--- src/rtl/regfile_pkg.sv ---
// Shared types and constants for the regfile writeback arbiter.
package regfile_pkg;

    localparam int unsigned DATA_W   = 64;
    localparam int unsigned ADDR_W   = 5;
    localparam int unsigned ZERO_REG = 31;

    typedef enum logic {
        NORMAL = 1'b0,
        FORCE  = 1'b1
    } arb_state_t;

    typedef struct packed {
        logic [ADDR_W-1:0] dest;
        logic [DATA_W-1:0] data;
    } wb_req_t;

endpackage

--- src/rtl/wb_starve_ctr.sv ---
// Saturating count of consecutive denied cycles for one requester;
// forceReq flags that the requester must win the next cycle.
module wb_starve_ctr #(
    parameter int unsigned MAX_WAIT = 4
) (
    input  logic clk,
    input  logic reset,
    input  logic waitValid,
    input  logic waitGrant,
    output logic forceReq
);

    logic [3:0] waitCnt;
    logic [3:0] cntNext;

    always_comb begin
        cntNext = waitCnt;
        if (!waitValid || waitGrant) begin
            cntNext = '0;
        end else if (waitCnt < 4'(MAX_WAIT)) begin
            cntNext = waitCnt + 4'd1;
        end
    end

    // Looking at the next count lets FORCE start the cycle right after the MAX_WAIT-th denial.
    assign forceReq = (cntNext == 4'(MAX_WAIT));

    always_ff @(posedge clk or posedge reset) begin
        if (reset) begin
            waitCnt <= '0;
        end else begin
            waitCnt <= cntNext;
        end
    end

endmodule

--- src/rtl/regfile_wb_arbiter.sv ---
// Two-port writeback arbiter for the regfile write port, port 0 priority with starvation guard.
// Optional grant statistics counters when WB_ARB_STATS_EN is defined.
module regfile_wb_arbiter #(
    parameter int unsigned DATA_W   = regfile_pkg::DATA_W,
    parameter int unsigned ADDR_W   = regfile_pkg::ADDR_W,
    parameter int unsigned MAX_WAIT = 4,
    parameter int unsigned ZERO_REG = regfile_pkg::ZERO_REG
) (
    input  logic              clk,
    input  logic              reset,
    input  logic              req0_valid,
    output logic              req0_ready,
    input  logic [ADDR_W-1:0] req0_reg,
    input  logic [DATA_W-1:0] req0_data,
    input  logic              req1_valid,
    output logic              req1_ready,
    input  logic [ADDR_W-1:0] req1_reg,
    input  logic [DATA_W-1:0] req1_data,
    output logic              RegWrite,
    output logic [ADDR_W-1:0] WriteRegister,
    output logic [DATA_W-1:0] WriteData,
    output logic              p1_forced
`ifdef WB_ARB_STATS_EN
    ,
    output logic [31:0]       grant0_cnt,
    output logic [31:0]       grant1_cnt,
    output logic [31:0]       force_cnt
`endif
);

    import regfile_pkg::*;

    arb_state_t        state;
    arb_state_t        nextState;
    logic              grant0;
    logic              grant1;
    logic              forceReq;
    logic [ADDR_W-1:0] selReg;
    logic [DATA_W-1:0] selData;

    wb_starve_ctr #(
        .MAX_WAIT(MAX_WAIT)
    ) u_starve (
        .clk      (clk),
        .reset    (reset),
        .waitValid(req1_valid),
        .waitGrant(grant1),
        .forceReq (forceReq)
    );

    always_comb begin
        grant0    = 1'b0;
        grant1    = 1'b0;
        nextState = forceReq ? FORCE : NORMAL;
        if (!reset) begin
            case (state)
                NORMAL: begin
                    if (req0_valid) begin
                        grant0 = 1'b1;
                    end else if (req1_valid) begin
                        grant1 = 1'b1;
                    end
                end
                FORCE: begin
                    grant1 = req1_valid;
                end
                default: ;
            endcase
        end
    end

    assign req0_ready = grant0;
    assign req1_ready = grant1;
    assign p1_forced  = (state == FORCE) && grant1;
    assign selReg     = grant1 ? req1_reg  : req0_reg;
    assign selData    = grant1 ? req1_data : req0_data;

    always_ff @(posedge clk or posedge reset) begin
        if (reset) begin
            state <= NORMAL;
        end else begin
            state <= nextState;
        end
    end

    // Index/data track every grant, including ZERO_REG; only the enable is suppressed.
    always_ff @(posedge clk or posedge reset) begin
        if (reset) begin
            RegWrite      <= 1'b0;
            WriteRegister <= '0;
            WriteData     <= '0;
        end else begin
            RegWrite <= (grant0 || grant1) && (selReg != ADDR_W'(ZERO_REG));
            if (grant0 || grant1) begin
                WriteRegister <= selReg;
                WriteData     <= selData;
            end
        end
    end

`ifdef WB_ARB_STATS_EN
    always_ff @(posedge clk or posedge reset) begin
        if (reset) begin
            grant0_cnt <= '0;
            grant1_cnt <= '0;
            force_cnt  <= '0;
        end else begin
            if (grant0) grant0_cnt <= grant0_cnt + 32'd1;
            if (grant1) grant1_cnt <= grant1_cnt + 32'd1;
            if (p1_forced) force_cnt <= force_cnt + 32'd1;
        end
    end
`endif

endmodule

--- config.mk ---
export PLATFORM = sky130hd
export DESIGN_NAME = regfile_wb_arbiter
export DESIGN_NICKNAME = d
export VERILOG_FILES = /design/src/rtl/regfile_pkg.sv /design/src/rtl/wb_starve_ctr.sv /design/src/rtl/regfile_wb_arbiter.sv
export SDC_FILE = /design/constraint.sdc
export NUM_CORES = 1
export LEC_CHECK = 0
export ABC_AREA = 1
export CAP_MARGIN = 20
export CORE_MARGIN = 1
export CORE_UTILIZATION = 40
export CTS_BUF_LIST = sky130_fd_sc_hd__clkbuf_16
export DETAILED_ROUTE_END_ITERATION = 8
export PLACE_DENSITY = 0.86
export SLEW_MARGIN = 10
export SYNTH_ARGS = -nofsm -noshare
export SYNTH_HDL_FRONTEND = slang
export SYNTH_SLANG_ARGS = --single-unit
--- constraint.sdc ---
create_clock -name clk -period 7.1 [get_ports clk]
set_clock_uncertainty 0.15 [all_clocks]
set_input_delay 2.13 -clock clk [delete_from_list [all_inputs] [get_ports clk]]
set_output_delay 2.13 -clock clk [all_outputs]
set_load 0.03 [all_outputs]
==> impl_summary.log, run 1 <==
[metrics] total internal power: 932 uW
[metrics] worst voltage drop across the vdd grid: 0.131 mV
[metrics] endpoints failing setup: 0
[metrics] startpoint of the worst setup timing path: req0_valid
[metrics] post-detailed-route count of antenna-violating nets: 0
[metrics] multi-input logic area: 0.00137 mm^2
[metrics] total power after layout: 1.38 mW
[metrics] latest clock arrival within the worst-skew pair: 0.32 ns
[metrics] crit path kind: in -> out
[metrics] die extent in x: 95.3 um
[metrics] cell chain of the critical path: clkdlybuf4s50_1 > nand2_4 > inv_2 > nand2_2 > inv_1 > clkdlybuf4s50_1
[metrics] clock-pin slew reported for the worst setup and hold paths after clock tree synthesis: 0.06 ns
[metrics] unrepaired setup endpoints after global routing: no
[metrics] signed area change from the synthesized netlist to the final layout: 68.5%
[metrics] post-CTS repair timing setup buffer count: 0
[metrics] y dimension of the die: 95.3 um
[metrics] P_sw: 447 uW
[metrics] worst reg2reg path depth: 10
[metrics] Total Die Area: 0.00909 mm^2
[metrics] final cycle utilization of the critical path: 85.4%
[metrics] Pre-Repair DR Iteration Count: 4
[metrics] Wirelength per Cell: 15.4 um
[metrics] worst-path maximum fanout: 34
[metrics] result of the run: completed
[metrics] buffers from clock root to sink, at most: 2
[metrics] GRT Residual Overflow: 0
[metrics] Hold-fix buffers, CTS: 0
[metrics] number of H-tree levels: 3
[metrics] delay of the slowest critical-path stage: 0.66 ns
[metrics] half-perimeter wire length after placement: 7.91 mm
[metrics] detail-routed via count per cell: 5.07
[metrics] standard cell core area: 0.00834 mm^2
[metrics] total of warnings raised by yosys: 0
[metrics] commonest cells after routing, fill and taps aside: sky130_fd_sc_hd__clkdlybuf4s50_1 (214), sky130_fd_sc_hd__nand2_1 (82), sky130_fd_sc_hd__nor2_1 (77)
[metrics] slowest cell on the critical path: sky130_fd_sc_hd__clkdlybuf4s50_1
[metrics] endpoint class of the critical path: output pin
[metrics] detailed route wirelength on metal3: 1.10 mm
[metrics] max-cap violations: 0
[metrics] input/output buffers: 214
[metrics] final sum of negative setup slack: 0 ns
[metrics] # fillers: 663
[metrics] net count of the mapped netlist: 562
[metrics] combinational fraction of design power: 33.8%
[metrics] Avg Cell Area, Syn: 8.32 um^2
[metrics] worst flop-to-flop path startpoint: state
[metrics] reg2reg setup slack: 4.64 ns
[metrics] Critical Path Start Type: primary input
[metrics] routability-driven placement congestion ratio: 0.772
[metrics] sum of buffers and inverters on the critical path: 4
[metrics] starting density of the core: 41.8%
[metrics] vias in the first global route: 3498
[metrics] final antenna diode count: 0
[metrics] largest net degree at the start of global routing: 76
[metrics] most common cell after layout, fill and taps aside: sky130_fd_sc_hd__clkdlybuf4s50_1
[metrics] worst min path class: reg -> reg
[metrics] top sig layer: met4
[metrics] total CTS buffers: 9
[metrics] Setup crit end: req0_ready
[metrics] wire length of the first global-routing pass: 17.1 mm
[metrics] root buffer cell: sky130_fd_sc_hd__clkbuf_16
[metrics] pwr dens: 235 mW/mm^2
[metrics] I/O pin count: 215
[metrics] Routed met1 length: 4.27 mm
[metrics] fraction of the yosys area taken by sequential cells: 53.9%
[metrics] Switching Share: 32.4%
[metrics] post-synthesis sequential element count: 75
[metrics] min cycle time layout: 6.07 ns
[metrics] post-CTS sizing: 0
[metrics] Final Hold Fails: 0
[metrics] Final Routed Wirelength: 11.3 mm
[metrics] 1st-iter DRT viols: 132
[metrics] Most common cell on crit path: sky130_fd_sc_hd__clkdlybuf4s50_1
[metrics] worst slew pin tran: 0.951 ns
[metrics] power share of the clock group: 28.1%
[metrics] total via count after detailed routing: 3694
[metrics] area occupied by registers: 0.00188 mm^2
[metrics] CP Depth: 6
[metrics] Synth Cell Area: 0.00348 mm^2
[metrics] Highest Clock Rate: 165 MHz
[metrics] nets@finish: 763
[metrics] share of power burned in registers: 38.1%
[metrics] worst max-slew margin expressed relative to the limit: 36.6%
[metrics] number of unique standard cell types used by synthesis: 20
[metrics] number of pins with negative max-slew slack in the final report: 0
[metrics] Overall Global Routing Usage: 24.7%
[metrics] static leakage: 2.50 nW
[metrics] Crit Reg-Reg Endpoint: WriteData[1]
[metrics] Crit path arrival time: 3.79 ns
[metrics] clock tree from TritonCTS: done
[metrics] instance count of the mapped netlist: 419
[metrics] Met2 Routed Length: 5.62 mm
[metrics] fraction of final layout cells with drive strength greater than 1: 4.17%
[metrics] required time reported for the critical path endpoint: 4.82 ns
[metrics] Core Rows: 33
[metrics] number of antenna violations at the first check in global routing: 0
[metrics] count of unresolved DRC violations after routing: 0
[metrics] dominant delay contributor by cell family on the critical path: buffers and inverters
[metrics] number of sinks handled by clock tree synthesis: 75
## cells by family after synthesis
group | count (synthesis) | synth area share (%)
AND/OR/NAND/NOR | 169 | 19.2
XOR/XNOR | 1 | 0.251
AO/OA/AOI/OAI | 135 | 19.6
flip-flops | 75 | 53.9
adder cells (fa/ha/maj) | 1 | 0.359
buffers and inverters | 38 | 6.79
## synthesized netlist by cell type (all sizes together)
cell type,count,area share (%)
buf,18,4.6
a31oi,5,0.90
nor3,1,0.14
ha,1,0.36
nand2,86,9.8
o21ai,129,19
dfrtp,75,54
a21oi,1,0.14
clkbuf,11,1.2
nor2,78,8.6
inv,9,0.97
xnor2,1,0.25
nand3,4,0.57
## flip-flops by register name, indices dropped and copies added (netlist names)
name              count
WriteRegister         5
WriteData            64
u_starve.waitCnt      4
RegWrite              1
state                 1
## per-layer routing
metal | track usage (%) | vias to the layer above
met5 | 0 | -
met4 | 9.72 | 0
met3 | 7.58 | 19
met2 | 42.9 | 168
met1 | 28.3 | 1724
li1 | - | 1783
## through the flow
step	setup slack (ns)	area (um^2)	cells	hold WS, ns	utilization (%)
floorplan	1.15	3480	419	0.368	-
global placement	1.07	5580	712	0.322	66.9
CTS	1.01	5850	728	0.341	70.1
global route	0.965	5870	729	0.356	70.4
detailed placement	1.03	5600	713	0.327	67.1
finish	1.03	5870	729	0.335	70.4
## layout make-up
class	instances	share of cell area, %
repair buffers	219	37.6
flip-flops and latches	75	32.0
multi-input cells	306	23.4
clock buffers	9	3.84
well taps	105	2.24
inverters	9	0.597
clock inverters	6	0.448
## worst min-delay path, delay by kind of cell, from the launching register on
kind | cells | cell delay [ns]
AOI/OAI and AO/OA | 1 | 0.06
and+or+nand+nor | 1 | 0.05
DFF | 1 | 0.34
## how the worst min path moves through the flow
| stage | from | to | slack (ns) | cells after the start |
|---|---|---|---|---|
| 2_1_floorplan | u_starve.waitCnt[3] | u_starve.waitCnt[3] | 0.37 | 2 |
| 3_3_place_gp | WriteData[4] | WriteData[4] | 0.32 | 2 |
| 3_5_place_dp | WriteData[15] | WriteData[15] | 0.33 | 2 |
| 4_1_cts | WriteData[15] | WriteData[15] | 0.34 | 2 |
| 5_1_grt | WriteData[17] | WriteData[17] | 0.36 | 2 |
| 6_report | WriteData[6] | WriteData[6] | 0.34 | 2 |
## power groups by stage
stage               clock (mW)  combinational, mW  sequential (mW)
global route             0.417              0.498            0.532
global placement             0              0.458            0.529
detailed placement           0              0.467            0.532
finish                   0.388              0.466            0.525
floorplan                    0              0.114            0.652
CTS                      0.397              0.469            0.525
Note: power is estimated with default switching activity, not from simulation.
==> run 2, diff against run 1 <==
--- a/config.mk
+++ b/config.mk
@@ -11,7 +11,7 @@
 export CORE_UTILIZATION = 40
 export CTS_BUF_LIST = sky130_fd_sc_hd__clkbuf_16
 export DETAILED_ROUTE_END_ITERATION = 8
-export PLACE_DENSITY = 0.86
+export PLACE_DENSITY = 0.95
 export SLEW_MARGIN = 10
 export SYNTH_ARGS = -nofsm -noshare
 export SYNTH_HDL_FRONTEND = slang
==> run 2 against run 1 <==
Net effect:
- sequential power about the same
- combinational power about the same
- sequential share of layout area unchanged
- register-to-register slack improved by 0.04 ns
- clock power decreased by 1%
- global-route usage decreased by 1.0 points
- worst setup slack got worse by 0.096 ns
- critical path type unchanged
==> impl_summary.log, run 2 (synthesis results as in run 1) <==
[metrics] detail-routed via count per cell: 5.11 (+0.87%)
[metrics] buffers from clock root to sink, at most: 2 (unchanged)
[metrics] unrepaired setup endpoints after global routing: no
[metrics] number of pins with negative max-slew slack in the final report: 0 (unchanged)
[metrics] fraction of final layout cells with drive strength greater than 1: 4.17% (unchanged)
[metrics] most common cell after layout, fill and taps aside: sky130_fd_sc_hd__clkdlybuf4s50_1
[metrics] cell area after layout: 0.00587 mm^2 (unchanged)
[metrics] P_sw: 445 uW (-0.37%)
[metrics] final sum of negative setup slack: 0 ns (unchanged)
[metrics] post-CTS sizing: 0 (unchanged)
[metrics] final antenna diode count: 0 (unchanged)
[metrics] Pre-Repair DR Iteration Count: 5 (+1)
[metrics] min cycle time layout: 6.16 ns (+0.0965 ns)
[metrics] 1st-iter DRT viols: 159 (+20%)
[metrics] Wirelength per Cell: 15.3 um (-0.73%)
[metrics] starting density of the core: 41.8% (unchanged)
[metrics] max-cap violations: 0 (unchanged)
[metrics] result of the run: completed
[metrics] largest net degree at the start of global routing: 76 (unchanged)
[metrics] signed area change from the synthesized netlist to the final layout: 68.5% (unchanged)
[metrics] endpoints failing setup: 0 (unchanged)
[metrics] GRT Residual Overflow: 0 (unchanged)
[metrics] Highest Clock Rate: 162 MHz (-1.6%)
[metrics] cell chain of the critical path: clkdlybuf4s50_1 > clkinv_2 > nand2_1 > nor2_1 > clkdlybuf4s50_1
[metrics] slowest cell on the critical path: sky130_fd_sc_hd__clkdlybuf4s50_1
[metrics] half-perimeter wire length after placement: 8.00 mm (+1.1%)
[metrics] worst hold margin: 0.337 ns (+0.00160 ns)
[metrics] total CTS buffers: 9 (unchanged)
[metrics] CP Depth: 5 (-1)
[metrics] endpoint class of the critical path: output pin
[metrics] pwr dens: 235 mW/mm^2 (-0.11%)
[metrics] worst-path maximum fanout: 19 (-44%)
[metrics] post-CTS repair timing setup buffer count: 0 (unchanged)
[metrics] delay of the slowest critical-path stage: 0.59 ns (-0.07 ns)
[metrics] Hold-fix buffers, CTS: 0 (unchanged)
[metrics] Switching Share: 32.3% (-0.083 points)
[metrics] Most common cell on crit path: sky130_fd_sc_hd__clkdlybuf4s50_1
[metrics] clock-pin slew reported for the worst setup and hold paths after clock tree synthesis: 0.06 ns (about the same)
[metrics] Top Registers: WriteData (64), WriteRegister (5), u_starve.waitCnt (4)
[metrics] required time reported for the critical path endpoint: 4.82 ns (about the same)
[metrics] number of H-tree levels: 3 (unchanged)
[metrics] worst min path class: reg -> reg
[metrics] Final Routed Wirelength: 11.2 mm (-0.73%)
[metrics] DP Area: 0.00558 mm^2 (-0.36%)
[metrics] input/output buffers: 214 (unchanged)
[metrics] worst slew pin tran: 0.751 ns (-0.200 ns)
[metrics] Total Die Area: 0.00909 mm^2 (unchanged)
[metrics] worst max-slew margin expressed relative to the limit: 50.0% (+13 points)
[metrics] I/O pin count: 215 (unchanged)
[metrics] hold path cells: 2 (unchanged)
[metrics] Core Rows: 33 (unchanged)
[metrics] total via count after detailed routing: 3726 (+0.87%)
[metrics] die extent in x: 95.3 um (unchanged)
[metrics] clock tree from TritonCTS: done
[metrics] final cycle utilization of the critical path: 86.8% (+1.4 points)
[metrics] Critical Path Start Type: primary input
[metrics] dominant delay contributor by cell family on the critical path: buffers and inverters
[metrics] crit path kind: in -> out
[metrics] total internal power: 932 uW (about the same)
[metrics] combinational fraction of design power: 34.0% (+0.2 points)
[metrics] Overall Global Routing Usage: 23.7% (-1.0 points)
[metrics] static leakage: 2.50 nW (unchanged)
[metrics] worst reg2reg path depth: 9 (-1)
[metrics] vias in the first global route: 3474 (-0.69%)
[metrics] commonest cells after routing, fill and taps aside: sky130_fd_sc_hd__clkdlybuf4s50_1 (214), sky130_fd_sc_hd__nand2_1 (82), sky130_fd_sc_hd__nor2_1 (77)
[metrics] number of antenna violations at the first check in global routing: 0 (unchanged)
[metrics] Crit path arrival time: 3.88 ns (+0.09 ns)
[metrics] power share of the clock group: 27.8% (-0.3 points)
[metrics] root buffer cell: sky130_fd_sc_hd__clkbuf_16
[metrics] standard cell core area: 0.00834 mm^2 (unchanged)
[metrics] number of sinks handled by clock tree synthesis: 75 (unchanged)
[metrics] y dimension of the die: 95.3 um (unchanged)
[metrics] sum of buffers and inverters on the critical path: 3 (-1)
[metrics] core occupancy in the finished layout: 70.4% (unchanged)
[metrics] worst voltage drop across the vdd grid: 0.137 mV (+5.1%)
[metrics] latest clock arrival within the worst-skew pair: 0.32 ns (about the same)
[metrics] post-detailed-route count of antenna-violating nets: 0 (unchanged)
[metrics] wire length of the first global-routing pass: 16.4 mm (-3.7%)
[metrics] share of power burned in registers: 38.2% (about the same)
[metrics] routability-driven placement congestion ratio: 0.810 (+4.8%)
[metrics] nets@finish: 763 (unchanged)
[metrics] flip-flop count of the largest register, all copies and words added: 64 (unchanged)
[metrics] count of unresolved DRC violations after routing: 0 (unchanged)
[metrics] Final Hold Fails: 0 (unchanged)
[metrics] register with the highest flop count: WriteData
==> run 2: cell counts in the layout (fill, tap and decap cells not counted) <==
No cell type changed its count.
==> run 2: stage by stage <==
step,std cells,setup WS (ns),total power [mW]
after floorplan,419,1.15,0.766
after global placement,712,1.00,0.984
after detailed placement,712,0.980,0.999
after CTS,727,0.957,1.39
after global routing,729,0.835,1.45
final,729,0.938,1.38
==> run 2: worst register-to-register path: cells and delay by family, from the launching register on <==
family                 cells  cell delay, ns
buffers and inverters      4            0.91
and+or+nand+nor            4            0.82
DFF                        1            0.34
AOI/OAI and AO/OA          1            0.12
==> run 2: layout make-up <==
| class | count | area, um^2 |
|---|---|---|
| Inverter | 9 | 35.0 |
| Fill cell | 612 | 2470 |
| Clock inverter | 6 | 26.3 |
| Multi-Input combinational cell | 306 | 1370 |
| Clock buffer | 9 | 225 |
| Tap cell | 105 | 131 |
| Sequential cell | 75 | 1880 |
| Timing Repair Buffer | 219 | 2200 |
==> run 2: path summary, 6_finish.rpt <==
kind	startpoint	endpoint	slack, ns
setup / recovery	reset	p1_forced	0.94
hold / removal	WriteData[58]	WriteData[58]	0.34
setup reg to reg	state	WriteData[26]	4.68
hold reg to reg	WriteData[58]	WriteData[58]	0.34
max in group asynchronous	reset	WriteData[15]	3.74
min in group asynchronous	reset	WriteData[59]	2.03
==> run 2: per-layer routing <==
metal	up-vias	GRT usage, %	share of wire, %
met5	-	0	0
met2	172	42.3	51
met1	1755	26.0	37
met3	14	8.61	9.8
li1	1785	-	-
met4	0	7.83	1.4
==> run 2: power by group through the flow <==
stage / clock [mW] / sequential, mW / combinational, mW
CTS: 0.392 / 0.526 / 0.468
global route: 0.414 / 0.533 / 0.499
finish: 0.383 / 0.526 / 0.468
detailed placement: 0 / 0.533 / 0.466
floorplan: 0 / 0.652 / 0.114
global placement: 0 / 0.529 / 0.454
